`config.mk`:
```
export PLATFORM = sky130hd
export DESIGN_NAME = alu_pipe
export DESIGN_NICKNAME = d
export VERILOG_FILES = /design/src/rtl/alu_pkg.sv /design/src/rtl/alu_pipe_add_sub_core.sv /design/src/rtl/alu_pipe.sv
export SDC_FILE = /design/constraint.sdc
export NUM_CORES = 1
export LEC_CHECK = 0
export ABC_CLOCK_PERIOD_IN_PS = 14750
export BUFFER_PORTS_ARGS = -buffer_cell sky130_fd_sc_hd__clkbuf_2
export CAP_MARGIN = 5
export CORE_UTILIZATION = 60
export CTS_BUF_LIST = sky130_fd_sc_hd__clkbuf_2 sky130_fd_sc_hd__clkbuf_4 sky130_fd_sc_hd__clkbuf_8
export DETAILED_ROUTE_END_ITERATION = 12
export PLACE_DENSITY = 0.82
export SYNTH_ARGS = -nofsm -noshare
export SYNTH_HDL_FRONTEND = slang
export SYNTH_SLANG_ARGS = --single-unit
```
`constraint.sdc`:
```
create_clock -name clk -period 14.75 [get_ports clk]
set_clock_uncertainty 0.2 [all_clocks]
set_input_delay 2.2125 -clock clk [delete_from_list [all_inputs] [get_ports clk]]
set_output_delay 2.2125 -clock clk [all_outputs]
set_load 0.005 [all_outputs]
```
`src/rtl/alu_pkg.sv`:
```
// rtl/alu_pkg.sv - shared operation encoding for the alu_pipe add/subtract unit
//
// Purpose: defines the operation enum and its width, used by alu_pipe and its
//          testbench.
// Contents: OP_W  - width of the op field
//           op_e  - ADD (a+b), SUB (a-b), ACC (acc+a), LDA (acc<-a)
package alu_pkg;

   localparam int OP_W = 2;

   typedef enum logic [OP_W-1:0] {
      ADD = 2'd0,
      SUB = 2'd1,
      ACC = 2'd2,
      LDA = 2'd3
   } op_e;

endpackage

```
`src/rtl/alu_pipe_add_sub_core.sv`:
```
// rtl/alu_pipe_add_sub_core.sv - combinational WIDTH-bit adder/subtractor with flags
//
// Purpose: computes x+y or x-y in WIDTH+1 bits and reports unsigned carry/borrow
//          and signed two's-complement overflow.
// Ports:   x, y  in  WIDTH  first and second operand
//          sub   in  1      1 selects x-y, 0 selects x+y
//          sum   out WIDTH  low WIDTH bits of the result
//          carry out 1      carry-out for add, borrow (x < y unsigned) for sub
//          ovf   out 1      signed overflow
module add_sub_core #(
   parameter int WIDTH = 32
) (
   input  logic [WIDTH-1:0] x,
   input  logic [WIDTH-1:0] y,
   input  logic             sub,
   output logic [WIDTH-1:0] sum,
   output logic             carry,
   output logic             ovf
);

   logic [WIDTH:0] w_full;

   // In WIDTH+1 bits the top bit of x-y is set exactly when x < y, so the
   // same bit serves as carry for add and borrow for subtract.
   assign w_full = sub ? ({1'b0, x} - {1'b0, y}) : ({1'b0, x} + {1'b0, y});
   assign sum    = w_full[WIDTH-1:0];
   assign carry  = w_full[WIDTH];

   // Overflow: operand signs equal (add) or differ (sub) and the result sign
   // no longer matches the first operand.
   assign ovf = ((x[WIDTH-1] ^ y[WIDTH-1]) == sub) && (w_full[WIDTH-1] != x[WIDTH-1]);

endmodule

```
`src/rtl/alu_pipe.sv`:
```
// rtl/alu_pipe.sv - two-stage pipelined add/subtract unit with accumulator
//
// Purpose: S1 registers the operation, S2 computes and registers the result and
//          flags; valid/ready handshake on both sides with full-rate throughput.
// Config:  ALU_PIPE_SAT_EN - when defined, overflowing results (and ACC writes)
//          clamp to the signed max/min; otherwise results wrap modulo 2^WIDTH.
// Ports:   clk, rst            clock, async active-high reset
//          in_valid/in_ready   operation handshake (in_ready combinational)
//          op, a, b            operation and operands (b unused by ACC/LDA)
//          out_valid/out_ready result handshake
//          res, carry, ovf,    registered result and flags
//          zero
//          acc                 current accumulator
module alu_pipe
   import alu_pkg::*;
#(
   parameter int               WIDTH    = 32,
   parameter logic [WIDTH-1:0] ACC_INIT = '0
) (
   input  logic             clk,
   input  logic             rst,
   input  logic             in_valid,
   output logic             in_ready,
   input  op_e              op,
   input  logic [WIDTH-1:0] a,
   input  logic [WIDTH-1:0] b,
   output logic             out_valid,
   input  logic             out_ready,
   output logic [WIDTH-1:0] res,
   output logic             carry,
   output logic             ovf,
   output logic             zero,
   output logic [WIDTH-1:0] acc
);

   logic             r_s1_valid;
   op_e              r_s1_op;
   logic [WIDTH-1:0] r_s1_a;
   logic [WIDTH-1:0] r_s1_b;

   logic             r_s2_valid;
   logic [WIDTH-1:0] r_res;
   logic             r_carry;
   logic             r_ovf;
   logic             r_zero;
   logic [WIDTH-1:0] r_acc;

   logic             w_s1_adv;
   logic             w_s2_adv;
   logic [WIDTH-1:0] w_x;
   logic [WIDTH-1:0] w_y;
   logic             w_sub;
   logic [WIDTH-1:0] w_sum;
   logic             w_cout;
   logic             w_ovf;
   logic [WIDTH-1:0] w_arith;
   logic [WIDTH-1:0] w_res_nxt;
   logic             w_carry_nxt;
   logic             w_ovf_nxt;

   assign w_s2_adv = !r_s2_valid || out_ready;
   assign w_s1_adv = !r_s1_valid || w_s2_adv;
   assign in_ready = w_s1_adv;

   // ACC routes the accumulator into the first operand slot; the value read is
   // the one written by the previous transfer, so ACC chains need no bypass.
   assign w_sub = (r_s1_op == SUB);
   assign w_x   = (r_s1_op == ACC) ? r_acc  : r_s1_a;
   assign w_y   = (r_s1_op == ACC) ? r_s1_a : r_s1_b;

   add_sub_core #(.WIDTH(WIDTH)) u_core (
      .x     (w_x),
      .y     (w_y),
      .sub   (w_sub),
      .sum   (w_sum),
      .carry (w_cout),
      .ovf   (w_ovf)
   );

`ifdef ALU_PIPE_SAT_EN
   localparam logic [WIDTH-1:0] SMAX = {1'b0, {(WIDTH-1){1'b1}}};
   localparam logic [WIDTH-1:0] SMIN = {1'b1, {(WIDTH-1){1'b0}}};
   // Overflow direction follows the first operand's sign.
   assign w_arith = w_ovf ? (w_x[WIDTH-1] ? SMIN : SMAX) : w_sum;
`else
   assign w_arith = w_sum;
`endif

   always_comb begin
      w_res_nxt   = w_arith;
      w_carry_nxt = w_cout;
      w_ovf_nxt   = w_ovf;
      if (r_s1_op == LDA) begin
         w_res_nxt   = r_s1_a;
         w_carry_nxt = 1'b0;
         w_ovf_nxt   = 1'b0;
      end
   end

   always_ff @(posedge clk or posedge rst) begin
      if (rst) begin
         r_s1_valid <= 1'b0;
         r_s1_op    <= ADD;
         r_s1_a     <= '0;
         r_s1_b     <= '0;
         r_s2_valid <= 1'b0;
         r_res      <= '0;
         r_carry    <= 1'b0;
         r_ovf      <= 1'b0;
         r_zero     <= 1'b0;
         r_acc      <= ACC_INIT;
      end else begin
         if (w_s1_adv) begin
            r_s1_valid <= in_valid;
            if (in_valid) begin
               r_s1_op <= op;
               r_s1_a  <= a;
               r_s1_b  <= b;
            end
         end
         if (w_s2_adv) begin
            r_s2_valid <= r_s1_valid;
            if (r_s1_valid) begin
               r_res   <= w_res_nxt;
               r_carry <= w_carry_nxt;
               r_ovf   <= w_ovf_nxt;
               r_zero  <= (w_res_nxt == '0);
               if (r_s1_op == ACC || r_s1_op == LDA)
                  r_acc <= w_res_nxt;
            end
         end
      end
   end

   assign out_valid = r_s2_valid;
   assign res       = r_res;
   assign carry     = r_carry;
   assign ovf       = r_ovf;
   assign zero      = r_zero;
   assign acc       = r_acc;

endmodule

```
==> results of run 1 <==
where the power goes:
group | total, uW | switching (uW) | internal (uW)
registers | 604 | 120 | 484
logic | 1090 | 643 | 449
clock network | 332 | 152 | 180
total | 2030 | 915 | 1110
routing by layer:
metal  part of all wire (%)  GRT usage, %  vias up
met1                     46          51.9     4492
met5                      0             0        -
met4                    1.6          8.79        0
met2                     41          47.2      517
li1                       -             -     4471
met3                     11          7.41       36
cells in the mapped netlist (all sizes together), types with 15 or more instances:
cell	count	area share (%)
clkbuf	63	2.4
nor3	35	1.9
a21o	19	1.4
buf	17	0.73
ha	32	4.0
or3	15	0.94
and3	18	1.2
dfrtp	135	34
mux2i	42	4.3
maj3	15	1.5
mux2	76	8.6
nor3b	16	1.3
nand3	23	1.3
nor2	63	2.4
a21oi	64	3.2
nand2	240	9.1
o21ai	105	5.3
through the flow:
stage | setup slack, ns | cell area (um^2) | hold slack (ns) | std cells
floorplan | 8.73 | 9930 | 0.263 | 1191
global placement | 8.68 | 10700 | 0.259 | 1476
detailed placement | 8.46 | 10700 | 0.265 | 1476
CTS | 8.44 | 11100 | 0.282 | 1508
global route | 7.90 | 11100 | 0.320 | 1508
finish | 8.29 | 11100 | 0.274 | 1508
final cells by class:
cell class / count / area share, %
clock inverter: 11 / 1.34
tap: 216 / 2.43
inverter: 15 / 0.529
timing repair buffer: 149 / 6.96
multi-input combinational: 961 / 55.9
clock buffer: 21 / 2.49
sequential: 135 / 30.4
worst reg2reg max path: stages, from the launching register on:
cell                        delay (ns)
sky130_fd_sc_hd__dfrtp_2          0.38
sky130_fd_sc_hd__buf_4            0.60
sky130_fd_sc_hd__nor2b_4          0.34
sky130_fd_sc_hd__buf_4            0.59
sky130_fd_sc_hd__nand3_1          0.23
sky130_fd_sc_hd__a221oi_2         0.33
sky130_fd_sc_hd__nand3_2          0.20
sky130_fd_sc_hd__nor3_4           0.39
sky130_fd_sc_hd__inv_1            0.10
sky130_fd_sc_hd__maj3_1           0.35
sky130_fd_sc_hd__o21ai_0          0.26
sky130_fd_sc_hd__ha_1             0.42
sky130_fd_sc_hd__a21o_1           0.21
sky130_fd_sc_hd__a21o_1           0.17
sky130_fd_sc_hd__a21oi_1          0.29
sky130_fd_sc_hd__a31oi_1          0.17
sky130_fd_sc_hd__o2111ai_1        0.19
sky130_fd_sc_hd__nor3b_2          0.42
sky130_fd_sc_hd__nor4_1           0.10
sky130_fd_sc_hd__o31ai_1          0.30
sky130_fd_sc_hd__nand2_1          0.09
sequential cells by signal, indices dropped and copies added (netlist names):
name	count
acc	32
r_s1_a	32
r_s1_b	32
res	32
r_s1_op	2
carry	1
out_valid	1
ovf	1
r_s1_valid	1
zero	1
cell families after synthesis:
family | after synthesis | share of synthesized area (%)
XOR/XNOR | 25 | 2.20
multiplexers | 118 | 12.9
AND/OR/NAND/NOR | 479 | 22.9
buffers and inverters | 95 | 3.68
adder cells (fa/ha/maj) | 48 | 5.76
AO/OA/AOI/OAI | 291 | 18.5
flip-flops | 135 | 34.0
path summary, 6_finish.rpt:
kind	end	start	slack [ns]	cells past startpoint
worst max-delay path	ovf	r_s1_op[1]	8.29	20
worst min-delay path	res[25]	res[25]	0.27	2
worst max register to register	ovf	r_s1_op[1]	8.29	20
worst min register to register	res[25]	res[25]	0.27	2
max in group asynchronous	acc[28]	rst	11.33	3
min in group asynchronous	r_s1_b[3]	rst	1.70	2
==> results summary, run 1 <==
The most common library cell in the layout ignoring fill and taps is sky130_fd_sc_hd__nand2_1. The final total negative setup slack is 0 ns. Traced cell by cell, the critical path runs through buf_4, nor2b_4, buf_4, nand3_1, a221oi_2, nand3_2, nor3_4, inv_1, maj3_1, o21ai_0, ha_1, a21o_1, a21o_1, a21oi_1, a31oi_1, o2111ai_1, nor3b_2, nor4_1, o31ai_1, nand2_1. The run finished with clean final reports. The top-level port count is 139. The post-route clock period utilization came out at a little over two fifths. The distinct cell type count of the synthesized netlist came out at 80. The post-cts gate resize count is 0. The vertical extent of the die is 131 um. In the synthesized netlist the async set-or-reset flop fraction comes to 100%. The most used flip-flop cell after synthesis is sky130_fd_sc_hd__dfrtp_1. The combined buffer and inverter count along the critical path came out at 3. The final estimated routing congestion in global placement is 0.949.

The number of warning messages in the yosys log is 0. The total clock buffers created by CTS came out at 17. The number of global-route vias before repair came to just over 8000.

Along the worst path, the maximum fanout reaches 66. In the synthesized netlist, the number of instances is between 1000 and 1500. The number of setup violations in the final report is 0. Across the run, the number of max-cap violations was 0.

The max-slew violation count is 0. The total power after layout is between 2000 and 2500 uW. The analysis attributes to cell leakage a power of ~0.005 uW. The die is between 100 and 150 um wide. The H-tree was split into 4 levels.

Headroom to the max-slew limit came out at around 41%. The total standard cell area after synthesis came out at 9930 um^2. Buffers placed on the I/O ports in this run total about 140. The post-synthesis sequential area ratio is about a third. The global routing usage summed across all routing layers is roughly a third. The average cell area after synthesis came out at between 8 and 9 um^2. The flip-flop and latch count after synthesis is between 100 and 150. The clock-pin slew reported for the worst setup and hold paths after clock tree synthesis came out at 0.08 ns. The number of remaining DRC errors is 0. The path class of the tightest hold or removal check is reg -> reg. The number of nets at the end of the flow came out at ~1400. Once detailed placement completed, the half-perimeter wirelength came to roughly 20000 um. The sum of overflow across all layers after global routing came out at 0. The insertion delay of the later-clocked pin in the worst-skew pair came out at between 0.4 and 0.5 ns. Once detail routing completed, the nets flagged for antenna violations numbered 0. Among all stages on the critical path, the largest delay is contributed by sky130_fd_sc_hd__buf_4. The TritonCTS clock tree is done. Cells with a size suffix above 1 make up between 20 and 25% of the layout. The global-route wire length before repair came out at 44100 um.

The area occupied by multi-input gates came out at between 6000 and 7000 um^2. The total via count in the routed design came out at about 9500. The ratio of routed vias to standard cells came out at approximately 6.3. The average wire length per cell after detail routing came out at 18.5 um. Cells fill 69.5% of the core in the end. The number of DRC markers in iteration 0 came out at 1097.

0 antenna diodes ended up in the layout. In this run the deepest clock path goes through 2 buffers. The area inside the core boundary is between 15000 and 20000 um^2.

The post-synth net total is approximately 1300. Entering global routing, the biggest net connects a little under 80 pins. The required time at the worst-slack endpoint is about 15 ns. At the pin with the least slew margin, the transition time is between 0.8 and 0.9 ns.

Setup repair after global routing left no endpoint under its margin. Leaving out fill and tap cells, the most frequent cells in the layout are 239 x sky130_fd_sc_hd__nand2_1, 138 x sky130_fd_sc_hd__clkbuf_2, 134 x sky130_fd_sc_hd__dfrtp_1, 102 x sky130_fd_sc_hd__o21ai_0, 76 x sky130_fd_sc_hd__mux2_2. The arrival time reported for the critical path endpoint came out at 6.61 ns. The critical path class is reg -> reg.

The power per cell area came out at around 180 nW/um^2. Fill cells in the final layout number about 1300. The register cell area after layout came out at approximately 3400 um^2.

The overall die area came out at between 15000 and 20000 um^2. The count of endpoints failing hold in the final timing report came out at 0. The hold buffer count at CTS is 0. IR analysis of the VDD net gives a maximum drop of approximately 0.08 mV.

The biggest cell delay along the critical path came out at approximately 0.60 ns. In this run the core area contains 46 standard-cell rows. CTS saw around 140 sinks. STA classifies the critical path endpoint as a flop. The routed design has 27800 um of wire.

CTS placed an instance of sky130_fd_sc_hd__clkbuf_8 at the clock tree root. The number of enable flip-flop cells after synthesis is 0. The final critical path time including I/O delays and setup came out at approximately 6.5 ns. The area growth from synthesis to layout is 11.9%. The number of search-and-repair iterations in the first detailed-routing pass is 6. Once the floorplan was initialized, standard cells occupied about 62% of the core. The kind of cell with the highest combined delay along the critical path is compound AO/OA/AOI/OAI gates. In this run the post-CTS setup repair buffer count came out at 0. The worst setup path is launched from a flop. The number of antenna violations at the first check in global routing is 0. Timing would allow up to 155 MHz.
No activity file was read; power rests on OpenSTA's default activity.
==> inputs of run 2 (changes only) <==
ABC_AREA = 1   (was default)
ABC_CLOCK_PERIOD_IN_PS = 5450   (was 14750)
CORE_UTILIZATION = 54   (was 60)
PLACE_DENSITY = 0.78   (was 0.82)
clock period = 5.45 ns   (was 14.75 ns; I/O delays follow)
==> results summary, run 2 <==
Run status: finished clean (unchanged). The cell-internal power is 2860 uW (was 1110 uW). The antenna diode instance count came out at 0 (unchanged).

The number of search-and-repair iterations in the first detailed-routing pass is 5 (was 6). The total clock buffers created by CTS came out at 17 (unchanged). The global routing usage summed across all routing layers is 33.7% (about the same). The max-slew violation count is 0 (unchanged). The post-route antenna net violation count came out at 0 (unchanged).

The flip-flop and latch count after synthesis is 135 (unchanged). The net load switching power is 2820 uW (was 915 uW). The post-synthesis sequential area ratio came out at 35.9% (was 34.0%). Largest cells by area after synthesis: sky130_fd_sc_hd__dfrtp_1 36%, sky130_fd_sc_hd__nand2_1 18%, sky130_fd_sc_hd__inv_1 8.1% (was sky130_fd_sc_hd__dfrtp_1 34%, sky130_fd_sc_hd__nand2_1 9.1%, sky130_fd_sc_hd__mux2_2 8.6%). The maximum level of the CTS H-tree came to 4 (unchanged). The distinct cell type count of the synthesized netlist came to 36 (was 80).

The share of final-layout standard cells stronger than drive strength 1 came out at 14.6% (was 21.9%). The number of non-filler instances in the completed layout is 1762 (was 1508). The most common library cell in the layout ignoring fill and taps is sky130_fd_sc_hd__nand2_1 (unchanged). The post-cts gate resize count came to 0 (unchanged). The count of buffers added by post-CTS timing repair for setup came to 0 (unchanged). The root buffer selected by CTS was sky130_fd_sc_hd__clkbuf_8 (unchanged). The number of port buffers is 138 (unchanged). The vertical extent of the die is 134 um (was 131 um). The reg-to-reg critical path startpoint is r_s1_op[1] (unchanged).

The average wire length per cell after detail routing was 16.5 um (was 18.5 um). The final setup slack of the worst path came out at 0.460 ns (was 8.29 ns). The number of cells on the worst reg-to-reg path is 24 (was 20).

The number of global-route vias before repair came out at 8727 (was 8147). The portion of total power attributed to combinational logic is 56.5% (was 53.8%). The instance count of the mapped netlist came to 1409 (was 1191). The async set-or-reset flop fraction in the synthesized netlist is 100% (unchanged).

The clock-pin slew reported for the worst setup and hold paths after clock tree synthesis came to 0.09 ns (was 0.08 ns). The cell row count is 47 (was 46). The die width came out at 134 um (was 131 um). The final estimated routing congestion in global placement came out at 0.960 (was 0.949). The pin count of the biggest net entering global routing came to 96 (was 78). The endpoint of the worst register-to-register path is zero (was ovf). The required time at the worst-slack endpoint is 5.64 ns (was 14.90 ns). The post-synth net total is 1512 (was 1294). The number of setup violations in the final report is 0 (unchanged). The number of enable flip-flop cells after synthesis came out at 0 (unchanged).

The startpoint of the most critical setup path is r_s1_op[1] (unchanged). The critical path class is reg -> reg (unchanged). The worst min-delay path category is reg -> reg (unchanged).

The synthesis-to-layout area growth is 13.7% (was 11.9%). The switching share of power is 49.6% (was 45.1%). The effective utilization at floorplan is 55.9% (was 62.1%). The slew at the pin closest to its max-slew limit is 1.05 ns (was 0.889 ns). The critical path startpoint category is a flop (unchanged). The number of warning messages in the yosys log came to 0 (unchanged). The total via count in the routed design came out at 9407 (was 9516).

The number of max-cap violations came out at 0 (unchanged). The post-route clock period utilization came to 91.6% (was 43.8%). The sum of net half-perimeters after detailed placement is 22400 um (was 20000 um). The most used flip-flop cell after synthesis is sky130_fd_sc_hd__dfrtp_1 (unchanged).

The cell leakage power came out at 0.00593 uW (was 0.00508 uW). The destination of the critical timing path is zero (was ovf). The worst slew margin relative to its limit came to 30.0% (was 40.7%).

The fraction of post-synthesis cell area in the top cell type by area is 35.9% (was 34.0%). The highest ir drop seen on vdd is 0.279 mV (was 0.0802 mV). The top-level port count is 139 (unchanged).

The power per cell area is 531 nW/um^2 (was 182 nW/um^2). The global-route wire length before repair is 46100 um (was 44100 um). The number of antenna violations at the first check in global routing is 0 (unchanged). The count of clock tree sinks came out at 135 (unchanged). The ratio of routed vias to standard cells is 5.34 (was 6.31). The count of endpoints failing hold in the final timing report is 0 (unchanged).

The arrival time reported for the critical path endpoint came to 5.18 ns (was 6.61 ns). The worst setup timing slack at the placement stage came out at 0.661 ns (was 8.46 ns). The maximum clock frequency is 200 MHz (was 155 MHz). The cell with the most instances after synthesis is sky130_fd_sc_hd__nand2_1 (unchanged).

The TritonCTS clock tree is done (unchanged). The average cell area after synthesis is 6.67 um^2 (was 8.34 um^2). The total power after layout was 5670 uW (was 2030 uW). Highest-count cells in the layout ignoring fill and taps: 441 x sky130_fd_sc_hd__nand2_1, 203 x sky130_fd_sc_hd__inv_1, 159 x sky130_fd_sc_hd__nor2_1, 138 x sky130_fd_sc_hd__clkbuf_2, 135 x sky130_fd_sc_hd__dfrtp_1 (was 239 x sky130_fd_sc_hd__nand2_1, 138 x sky130_fd_sc_hd__clkbuf_2, 134 x sky130_fd_sc_hd__dfrtp_1, 102 x sky130_fd_sc_hd__o21ai_0, 76 x sky130_fd_sc_hd__mux2_2).

The overall die area came out at 17900 um^2 (was 17100 um^2). Setup repair after global routing missed its margin: false (unchanged). The largest fanout of any net on the critical path is 65 (was 66). The number of nets at the end of the flow was 1632 (was 1382). The final total negative setup slack came out at 0 ns (unchanged). The area occupied by multi-input gates is 5070 um^2 (was 6210 um^2). The sum of overflow across all layers after global routing came out at 0 (unchanged). The maximum clock path buffer count came out at 2 (unchanged). The reg2reg setup slack came out at 0.46 ns (was 8.29 ns). The worst hold-check slack is 0.292 ns (was 0.274 ns). The fill cell instance count of the final layout came out at 1567 (was 1293). Most instantiated cells after synthesis: 442 x sky130_fd_sc_hd__nand2_1, 204 x sky130_fd_sc_hd__inv_1, 160 x sky130_fd_sc_hd__nor2_1 (was 240 x sky130_fd_sc_hd__nand2_1, 135 x sky130_fd_sc_hd__dfrtp_1, 102 x sky130_fd_sc_hd__o21ai_0). The biggest area consumer among synthesized cells is sky130_fd_sc_hd__dfrtp_1 (unchanged).

The portion of total power attributed to sequential cells came out at 27.4% (was 29.8%). The register cell area after layout came to 3380 um^2 (about the same). The total standard cell area after synthesis is 9400 um^2 (was 9930 um^2).

The number of instances in the placed design is 1730 (was 1476). The hold buffer count at CTS is 0 (unchanged). The share of total power in the clock network is 16.0% (was 16.4%). The number of DRC markers in iteration 0 is 769 (was 1097). The area inside the core boundary came to 16800 um^2 (was 16000 um^2). The number of remaining DRC errors is 0 (unchanged). The element type at the critical path end is a flop (unchanged). The final critical path time including I/O delays and setup came out at 4.99 ns (was 6.46 ns). The insertion delay of the later-clocked pin in the worst-skew pair is 0.46 ns (about the same). The sum of routed wire length over all layers came out at 29000 um (was 27800 um).
[run 2: changes by cell type after synthesis, sizes merged, moves of 31 or more]
cell / before / now
clkbuf: 63 / 32
inv: 13 / 206
mux2: 76 / 28
mux2i: 42 / 0
nand2: 240 / 443
nand3: 23 / 82
nor2: 63 / 166
nor3: 35 / 1
[run 2: through the flow]
step	utilization [%]	cell area (um^2)
final	63.6	10700
after global routing	63.6	10700
after CTS	63.6	10700
after detailed placement	61.0	10300
after global placement	61.0	10300
after floorplan	-	9400
[run 2: logic make-up (layout without fill, tap and decap cells)]
logic type               count (synthesis)  in the layout  synth area share [%]
buffers and inverters                  253            386                  10.4
adder cells (fa/ha/maj)                 33             33                  4.47
XOR/XNOR                                29             29                  2.70
AND/OR/NAND/NOR                        721            721                  31.3
multiplexers                            28             28                  3.35
AO/OA/AOI/OAI                          210            210                  11.9
flip-flops                             135            135                  35.9
[run 2: how the worst min path moves through the flow]
stage	slack, ns	end	cells after the start	startpoint
after CTS	0.29	res[16]	2	res[16]
after detailed placement	0.27	res[16]	2	res[16]
after global routing	0.32	carry	2	carry
final	0.29	res[0]	2	res[0]
after floorplan	0.25	out_valid	2	r_s1_valid
after global placement	0.27	res[2]	2	res[2]
[run 2: metal layers]
| layer | vias to the layer above | wire, um | part of all wire (%) | global-route usage [%] |
|---|---|---|---|---|
| li1 | 4682 | - | - | - |
| met1 | 4279 | 13200 | 46 | 49.0 |
| met2 | 403 | 12400 | 43 | 50.1 |
| met3 | 43 | 2710 | 9.3 | 6.99 |
| met4 | 0 | 729 | 2.5 | 10.7 |
| met5 | - | 0 | 0 | 0 |
[run 2: cell type report]
| type | instances | area share (%) |
|---|---|---|
| inverters | 207 | 7.31 |
| clock buffers | 18 | 2.32 |
| flip-flops and latches | 135 | 31.6 |
| multi-input cells | 1021 | 47.4 |
| clock inverters | 14 | 1.70 |
| repair buffers | 147 | 7.09 |
| well taps | 220 | 2.57 |
[run 2: worst max-delay path: stages, from the launching register on]
cell and delay [ns]:
sky130_fd_sc_hd__dfrtp_1 0.46, sky130_fd_sc_hd__nand2_4 0.49, sky130_fd_sc_hd__o21ai_0 0.24, sky130_fd_sc_hd__nor2_1 0.23
sky130_fd_sc_hd__nand4_1 0.21, sky130_fd_sc_hd__inv_2 0.16, sky130_fd_sc_hd__nand4_2 0.13, sky130_fd_sc_hd__nor2_2 0.23
sky130_fd_sc_hd__nand2_1 0.12, sky130_fd_sc_hd__o21ai_1 0.24, sky130_fd_sc_hd__xnor2_1 0.22, sky130_fd_sc_hd__ha_1 0.37
sky130_fd_sc_hd__a21oi_1 0.27, sky130_fd_sc_hd__nand2_1 0.13, sky130_fd_sc_hd__a21oi_1 0.26, sky130_fd_sc_hd__inv_1 0.08
sky130_fd_sc_hd__a21oi_1 0.21, sky130_fd_sc_hd__nand2_1 0.08, sky130_fd_sc_hd__nand2_1 0.10, sky130_fd_sc_hd__nand3_1 0.07
sky130_fd_sc_hd__nand2_1 0.14, sky130_fd_sc_hd__nand2_1 0.07, sky130_fd_sc_hd__nor2_1 0.10, sky130_fd_sc_hd__nand3_1 0.07
sky130_fd_sc_hd__nand2_1 0.06
[run 2: power groups by stage]
stage                     sequential (uW)  clock, uW  combinational (uW)
after floorplan                      1510          0                2160
after global placement               1560          0                3120
after detailed placement             1560          0                3150
after CTS                            1550        922                3160
after global routing                 1590        955                3620
final                                1560        911                3210
==> inputs of run 3 (changes only) <==
CORE_UTILIZATION = 53   (was 54)
CTS_BUF_LIST = sky130_fd_sc_hd__clkbuf_4 sky130_fd_sc_hd__clkbuf_8 sky130_fd_sc_hd__clkbuf_16   (was sky130_fd_sc_hd__clkbuf_2 sky130_fd_sc_hd__clkbuf_4 sky130_fd_sc_hd__clkbuf_8)
PLACE_DENSITY = 0.77   (was 0.78)
==> results summary, run 3 (same netlist as run 2, synthesis figures left out) <==
Run status: finished clean (unchanged). The highest ir drop seen on vdd is 0.263 mV (was 0.279 mV). The maximum clock frequency was 210 MHz (was 200 MHz). The critical path class is reg -> reg (unchanged).

The top-level port count is 139 (unchanged). The insertion delay of the later-clocked pin in the worst-skew pair is 0.43 ns (was 0.46 ns). The fill cell instance count of the final layout is 1619 (was 1567).

The total clock buffers created by CTS came out at 17 (unchanged). The largest fanout of any net on the critical path is 39 (was 65). The worst hold-check slack is 0.284 ns (was 0.292 ns). The worst slew margin relative to its limit came out at 27.8% (was 30.0%). The die width came out at 135 um (was 134 um). The ratio of routed vias to standard cells is 5.28 (was 5.34). The global-route wire length before repair came out at 44600 um (was 46100 um). The layer with the highest usage after global routing is met2 (unchanged).

The pin count of the biggest net entering global routing came to 97 (was 96). The arrival time reported for the critical path endpoint came out at 4.94 ns (was 5.18 ns). Highest-count cells in the layout ignoring fill and taps: 441 x sky130_fd_sc_hd__nand2_1, 203 x sky130_fd_sc_hd__inv_1, 159 x sky130_fd_sc_hd__nor2_1, 138 x sky130_fd_sc_hd__clkbuf_2, 135 x sky130_fd_sc_hd__dfrtp_1 (unchanged). The final total negative setup slack came out at 0 ns (unchanged). The highest-delay cell along the critical path is sky130_fd_sc_hd__dfrtp_1 (was sky130_fd_sc_hd__nand2_4).

The average wire length per cell after detail routing came to 16.2 um (was 16.5 um). The number of instances in the placed design was 1735 (was 1730). The biggest cell delay along the critical path is 0.46 ns (was 0.49 ns). The total via count in the routed design came out at 9328 (was 9407). The critical path depth in cells came out at 26 (was 24). The most common library cell in the layout ignoring fill and taps was sky130_fd_sc_hd__nand2_1 (unchanged).

The slew at the pin closest to its max-slew limit came out at 1.08 ns (was 1.05 ns). The maximum level of the CTS H-tree is 4 (unchanged). The vertical extent of the die came to 135 um (was 134 um). The hold buffer count at CTS is 0 (unchanged). The number of antenna violations at the first check in global routing is 0 (unchanged). The sum of overflow across all layers after global routing is 0 (unchanged). The area inside the core boundary came out at 17300 um^2 (was 16800 um^2).

The met2 track utilization from global routing is 47.5% (was 50.1%). The count of endpoints failing hold in the final timing report is 0 (unchanged). The worst min-delay path category is reg -> reg (unchanged). The share of final-layout standard cells stronger than drive strength 1 came out at 14.6% (unchanged). The most frequent cell on the critical path is sky130_fd_sc_hd__nand2_1 (unchanged).

The count of clock tree sinks came to 135 (unchanged). The critical path startpoint category is a flop (unchanged). The area occupied by multi-input gates came to 5070 um^2 (unchanged). The combined buffer and inverter count along the critical path is 1 (was 2).

The post-route clock period utilization was 87.6% (was 91.6%). The final critical path time including I/O delays and setup came to 4.77 ns (was 4.99 ns). The number of setup violations in the final report came out at 0 (unchanged). The sum of routed wire length over all layers was 28600 um (was 29000 um). The number of port buffers is 138 (unchanged). The maximum clock path buffer count is 2 (unchanged).

The number of remaining DRC errors is 0 (unchanged). The post-route antenna net violation count is 0 (unchanged). The root buffer selected by CTS is sky130_fd_sc_hd__clkbuf_16 (was sky130_fd_sc_hd__clkbuf_8). The number of nets at the end of the flow came out at 1632 (unchanged). The number of DRC markers in iteration 0 is 746 (was 769).

The number of global-route vias before repair came out at 8391 (was 8727). The final setup slack of the worst path is 0.677 ns (was 0.460 ns). The effective utilization at floorplan was 54.4% (was 55.9%). The TritonCTS clock tree is done (unchanged).

The power per cell area came out at 549 nW/um^2 (was 531 nW/um^2). The worst setup timing slack at the placement stage is 0.790 ns (was 0.661 ns). The global routing usage summed across all routing layers came out at 32.3% (was 33.7%). The post-cts gate resize count is 0 (unchanged). The overall die area is 18300 um^2 (was 17900 um^2). The register cell area after layout is 3380 um^2 (unchanged). The number of non-filler instances in the completed layout came out at 1767 (was 1762).

The max-slew violation count is 0 (unchanged). The sum of net half-perimeters after detailed placement was 22100 um (was 22400 um). The number of search-and-repair iterations in the first detailed-routing pass was 5 (unchanged).

The number of cells on the worst reg-to-reg path is 26 (was 24). The cell row count is 48 (was 47). The met3 routing resource usage after global routing came out at 7.11% (was 6.99%). The met1 global-route usage came out at 47.4% (was 49.0%). The number of cells on the worst hold path is 2 (unchanged).

The required time at the worst-slack endpoint was 5.62 ns (was 5.64 ns). The cell leakage power was 0.00601 uW (was 0.00593 uW). The clock-pin slew reported for the worst setup and hold paths after clock tree synthesis is 0.07 ns (was 0.09 ns).

Setup repair after global routing missed its margin: false (unchanged). The synthesis-to-layout area growth is 15.7% (was 13.7%). The antenna diode instance count is 0 (unchanged).

The number of max-cap violations came out at 0 (unchanged). The final estimated routing congestion in global placement was 0.955 (was 0.960). The top cell family by delay on the critical path is simple AND/OR/NAND/NOR gates (unchanged). The count of buffers added by post-CTS timing repair for setup is 0 (unchanged).

The element type at the critical path end is a flop (unchanged).
run 3: through the flow:
| step | utilization, % | cell area, um^2 | power [uW] |
|---|---|---|---|
| floorplan | - | 9400 | 3670 |
| global placement | 59.5 | 10300 | 4690 |
| detailed placement | 59.5 | 10300 | 4740 |
| global route | 62.9 | 10900 | 6470 |
| CTS | 62.9 | 10900 | 5930 |
| finish | 62.9 | 10900 | 5970 |
run 3: routing by layer:
layer,up-vias,share of wire (%)
met4,0,1.6
met2,339,44
li1,4682,-
met3,38,7.7
met1,4269,47
met5,-,0
run 3: worst paths after layout:
check                            from  slack, ns         to
min reg2reg                    res[3]       0.28     res[3]
max in group asynchronous         rst       3.63    acc[19]
max reg2reg                r_s1_op[1]       0.68       zero
max                        r_s1_op[1]       0.68       zero
min                            res[3]       0.28     res[3]
min in group asynchronous         rst       0.36  r_s1_a[2]
run 3: worst register-to-register path, delay by kind of cell, from the launching register on:
kind / cells / cell delay, ns
flops: 1 / 0.46
buf+inv: 1 / 0.18
simple gates: 23 / 3.26
fa+ha+maj: 1 / 0.39
compound gates: 1 / 0.22
run 3: where the power goes:
part           switching (uW)  internal, uW  total, uW
combinational            2120          1110       3230
sequential                242          1320       1560
clock                     524           663       1190
run 3: layout make-up:
cell class                 count  share of cell area [%]
tap                          225                    2.59
multi-input combinational   1021                    46.6
sequential                   135                    31.1
inverter                     207                    7.19
clock inverter                14                    1.43
clock buffer                  18                    4.04
timing repair buffer         147                    7.09
